`src/rtl/if_id_buffer.sv`:
```
// Fetch-to-decode FIFO of {pc, instr, fault} with decoded fields; optional IF_ID_PERF_CNT_EN adds stall/bubble counters.
// Latency 1 cycle (no if_* -> id_* comb path); if_ready depends only on occupancy, a pop never frees a slot in the same cycle.
module if_id_buffer #(
   parameter int               XLEN      = 32,
   parameter int               DEPTH     = 2,
   parameter logic [31:0]      NOP_INSTR = 32'h0000_0013
) (
   input  logic                       clk,
   input  logic                       reset,
   input  logic                       if_valid,
   output logic                       if_ready,
   input  logic [XLEN-1:0]            if_pc,
   input  logic [31:0]                if_instr,
   input  logic                       if_fault,
   input  logic                       flush,
   output logic                       id_valid,
   input  logic                       id_ready,
   output logic [XLEN-1:0]            id_pc,
   output logic [XLEN-1:0]            id_pc_plus4,
   output logic [31:0]                id_instr,
   output logic [6:0]                 id_opcode,
   output logic [4:0]                 id_rd,
   output logic [2:0]                 id_funct3,
   output logic [4:0]                 id_rs1,
   output logic [4:0]                 id_rs2,
   output logic [6:0]                 id_funct7,
   output logic                       id_fault,
   output logic [$clog2(DEPTH):0]     occupancy
`ifdef IF_ID_PERF_CNT_EN
   ,
   output logic [31:0]                stall_cycles,
   output logic [31:0]                bubble_cycles
`endif
);

   localparam int PW = $clog2(DEPTH);
   localparam int CW = PW + 1;
   localparam logic [CW-1:0] FULL_CNT = CW'(DEPTH);

   logic [XLEN-1:0] pc_mem_q    [DEPTH];
   logic [XLEN-1:0] pc_mem_d    [DEPTH];
   logic [31:0]     instr_mem_q [DEPTH];
   logic [31:0]     instr_mem_d [DEPTH];
   logic            fault_mem_q [DEPTH];
   logic            fault_mem_d [DEPTH];

   logic [PW-1:0]   wr_ptr_q, wr_ptr_d;
   logic [PW-1:0]   rd_ptr_q, rd_ptr_d;
   logic [CW-1:0]   count_q, count_d;
   logic [XLEN-1:0] last_pc_q, last_pc_d;
   logic            push, pop;

   assign if_ready = (count_q != FULL_CNT);
   assign id_valid = (count_q != '0);
   assign push     = if_valid && if_ready;
   assign pop      = id_valid && id_ready;

   always_comb begin
      pc_mem_d    = pc_mem_q;
      instr_mem_d = instr_mem_q;
      fault_mem_d = fault_mem_q;
      wr_ptr_d    = wr_ptr_q;
      rd_ptr_d    = rd_ptr_q;
      count_d     = count_q;
      // id_pc keeps showing the last head once the buffer drains
      last_pc_d   = id_valid ? pc_mem_q[rd_ptr_q] : last_pc_q;
      if (flush) begin
         wr_ptr_d = '0;
         rd_ptr_d = '0;
         count_d  = '0;
      end else begin
         if (push) begin
            pc_mem_d[wr_ptr_q]    = if_pc;
            instr_mem_d[wr_ptr_q] = if_instr;
            fault_mem_d[wr_ptr_q] = if_fault;
            wr_ptr_d              = wr_ptr_q + PW'(1);
         end
         if (pop) begin
            rd_ptr_d = rd_ptr_q + PW'(1);
         end
         count_d = count_q + CW'(push) - CW'(pop);
      end
   end

   always_ff @(posedge clk) begin
      if (reset) begin
         wr_ptr_q  <= '0;
         rd_ptr_q  <= '0;
         count_q   <= '0;
         last_pc_q <= '0;
      end else begin
         wr_ptr_q  <= wr_ptr_d;
         rd_ptr_q  <= rd_ptr_d;
         count_q   <= count_d;
         last_pc_q <= last_pc_d;
      end
   end

   always_ff @(posedge clk) begin
      pc_mem_q    <= pc_mem_d;
      instr_mem_q <= instr_mem_d;
      fault_mem_q <= fault_mem_d;
   end

   assign id_pc       = id_valid ? pc_mem_q[rd_ptr_q] : last_pc_q;
   assign id_pc_plus4 = id_pc + XLEN'(4);
   assign id_instr    = id_valid ? instr_mem_q[rd_ptr_q] : NOP_INSTR;
   assign id_fault    = id_valid && fault_mem_q[rd_ptr_q];
   assign id_opcode   = id_instr[6:0];
   assign id_rd       = id_instr[11:7];
   assign id_funct3   = id_instr[14:12];
   assign id_rs1      = id_instr[19:15];
   assign id_rs2      = id_instr[24:20];
   assign id_funct7   = id_instr[31:25];
   assign occupancy   = count_q;

`ifdef IF_ID_PERF_CNT_EN
   logic [31:0] stall_q, stall_d;
   logic [31:0] bubble_q, bubble_d;

   always_comb begin
      stall_d  = stall_q;
      bubble_d = bubble_q;
      if (id_valid && !id_ready && (stall_q != 32'hFFFF_FFFF)) begin
         stall_d = stall_q + 32'd1;
      end
      if (!id_valid && id_ready && !flush && (bubble_q != 32'hFFFF_FFFF)) begin
         bubble_d = bubble_q + 32'd1;
      end
   end

   always_ff @(posedge clk) begin
      if (reset) begin
         stall_q  <= '0;
         bubble_q <= '0;
      end else begin
         stall_q  <= stall_d;
         bubble_q <= bubble_d;
      end
   end

   assign stall_cycles  = stall_q;
   assign bubble_cycles = bubble_q;
`endif

endmodule
```
`config.mk`:
```
export PLATFORM = sky130hd
export DESIGN_NAME = if_id_buffer
export DESIGN_NICKNAME = d
export VERILOG_FILES = /design/src/rtl/if_id_buffer.sv
export SDC_FILE = /design/constraint.sdc
export NUM_CORES = 1
export LEC_CHECK = 0
export ABC_AREA = 1
export CORE_MARGIN = 5
export CORE_UTILIZATION = 45
export DETAILED_ROUTE_END_ITERATION = 7
export PLACE_DENSITY = 0.81
export SYNTH_ARGS = -nofsm -noshare
export SYNTH_HDL_FRONTEND = slang
export SYNTH_SLANG_ARGS = --single-unit
```
`constraint.sdc`:
```
create_clock -name clk -period 6.7 [get_ports clk]
set_input_delay 1.34 -clock clk [delete_from_list [all_inputs] [get_ports clk]]
set_output_delay 1.34 -clock clk [all_outputs]
set_load 0.03 [all_outputs]
```
==> qor.yml <==
placement:
  pre_cts_ws_ps: 2040
  dp_hpwl_mm: 15.2
  place_area_um2: 9900
  gp_congestion: 0.953
  port-buffer-count: 202
setup_path:
  cp.required_ps: 5360
  critPathLaunch: "rd_ptr_q"
  cp_common_cell: "nand2_1"
  crit_buf_inv: 2
  start_kind: "register"
  critPathTopFamily: "buffers and inverters"
  slowest_stage: "clkdlybuf4s50_1"
  crit_path_end_kind: "output port"
  r2r_end: "last_pc_q[31]"
  crit_fanout: 36
  critPathMaxStageDelay_ps: 720
  crit_arrival_ps: 3740
  r2r_slack_ps: 4680
  cp-endpoint: "id_pc_plus4[16]"
  timing.rr.start: "rd_ptr_q"
  crit_type: "reg -> out"
  cp_cell_sequence: "buf_4, nand2_1, nand2_1, nand2_1, nand2_1, ha_1, nand2_2, nor2_2, nand2_1, xor2_1, clkdlybuf4s50_1"
  path_depth: 11
  r2r_cells: 6
global_route:
  grt_pass1_vias: 6266
  grt_overflow_total: 0
  use_met2: 0.342
  grt.total_usage: 0.212
  grt_max_degree: 82
  antenna_found_initial: 0
  grt_util_met1: 0.281
  grt.busiest_layer: "met2"
  grt_pass1_wl_mm: 33.4
  met3_usage: 0.0596
logic_synthesis:
  synth.avg_cell_area_um2: 9.16
  synthCells: 876
  synth.most_common_cell: "nand2_1"
  yosys_warnings: 0
  synth_top_area_share: 0.487
  synth_commonest_cells: "340 x nand2_1, 130 x edfxtp_1, 74 x nor2_1"
  synth_area_leaders: "edfxtp_1 49%, nand2_1 16%, dfxtp_1 9.0%"
  synth_cell_type_count: 31
  yosysTopAreaCell: "edfxtp_1"
  synth_seq_cells: 166
  async_flop_share: 0
  synth_ff_type: "edfxtp_1"
  syn_area_um2: 8020
  yosysSeqAreaShare: 0.576
  synth-edff-count: 130
  syn_nets: 949
routing:
  ant_nets: 0
  wl_per_cell_um: 16.6
  vias: 6359
  first_pass_iters: 5
  routed_wl_mm: 21.2
  viasPerCell: 4.98
  first_iter_violations: 435
  drc: 0
clock_tree:
  clk_path_buf_depth: 2
  hold_buffers: 0
  cts-resized-gates: 0
  clk_pin_slew_ps: 60
  cts_root_buffer: "clkbuf_16"
  cts_max_level: 4
  clk_latency_ps: 430
  clock-sinks: 166
  cts_buffers: 17
  cts_tree: "done"
  post_cts_buffers: 0
timing:
  setup_slack_ps: 1620
  finalCritPeriodShare: 0.758
  finalSetupViolCount: 0
  slew_headroom: 0.524
  rsz0062_at_grt: "false"
  drv_slew: 0
  hold_viol: 0
  worst_pin_slew_ps: 713
  fin_tns_setup_ps: 0
  period_needed_ps: 5080
  skew_ps: 11.2
  fin_hold_ws_ps: 536
  clock.fmax_mhz: 197
final_layout:
  final_util: 0.603
  drive_above_1_share: 0.117
  nets: 1111
  fin_area_um2: 10500
  nFillCells: 1431
  antenna_cells: 0
  syn2layout_area_growth_pct: 31.0
floorplan:
  fp.dieH_um: 144
  core_um2: 17400
  dieArea_um2: 20600
  ios: 203
  fp.dieW_um: 144
  num_rows: 48
  start_util: 0.461
power:
  peakVddDrop_mv: 0.192
  power_density_nw_per_um2: 268
  cellLeakagePower_nw: 4.01
run:
  maxCapViolCount: 0
min_path:
  hp-start: "wr_ptr_q"
  hold_class: "reg -> reg"
status:
  status: "complete, no violations"
==> how the worst min path moves through the flow <==
stage | to | cells past startpoint
CTS | wr_ptr_q | 2
floorplan | wr_ptr_q | 2
global placement | wr_ptr_q | 2
detailed placement | wr_ptr_q | 2
finish | wr_ptr_q | 2
global route | wr_ptr_q | 2
==> layout by cell type, fill, tap and decap left out, types with 15 or more instances in the layout <==
master	n
nand2_1	340
a21oi_1	37
xor2_1	15
clkdlybuf4s50_1	202
nand2_2	38
clkbuf_16	17
dfxtp_1	35
inv_1	46
nor2_1	74
nor2_2	22
nand3_1	31
edfxtp_1	130
==> per-layer routing <==
metal | share of wire | routed length [um]
met4 | 0.017 | 356
met3 | 0.089 | 1890
met5 | 0 | 0
met1 | 0.43 | 9090
met2 | 0.47 | 9880
==> report_power, final <==
part / internal (mW) / switching [mW]
logic: 0.229 / 0.405
registers: 1.16 / 0.0148
clock network: 0.583 / 0.429
==> worst reg2reg max path, cell delays in order (launching register included) <==
cell	delay [ps]
dfxtp_2	710
buf_4	510
or2_2	210
o211ai_1	70
o21ai_0	200
inv_1	150
nor2_1	110
==> cells by family after synthesis <==
family,count (synthesis),synth area share
adder cells (fa/ha/maj),3,0.00468
AO/OA/AOI/OAI,43,0.0278
XOR/XNOR,16,0.0175
flip-flops,166,0.576
AND/OR/NAND/NOR,530,0.287
buffers and inverters,118,0.0866
==> sequential cells by signal, indices dropped and copies added, names as in the netlist <==
register     flops
occupancy        2
rd_ptr_q         1
pc_mem_q        64
last_pc_q       32
wr_ptr_q         1
instr_mem_q     64
fault_mem_q      2
==> cell type report <==
| class | instances | area [um2] | share of cell area |
|---|---|---|---|
| clock buffers | 19 | 453 | 0.0431 |
| clock inverters | 13 | 158 | 0.0150 |
| inverters | 52 | 203 | 0.0193 |
| multi-input cells | 592 | 2710 | 0.258 |
| flip-flops and latches | 166 | 4630 | 0.440 |
| well taps | 225 | 282 | 0.0268 |
| repair buffers | 209 | 2070 | 0.197 |
==> per-stage QoR <==
stage                     std cells  total power [mW]
after floorplan                 876              1.59
after global placement         1244              1.82
after detailed placement       1244              1.83
after CTS                      1276              2.84
after global routing           1276              2.93
final                          1276              2.82
No activity file was read; power rests on OpenSTA's default activity.
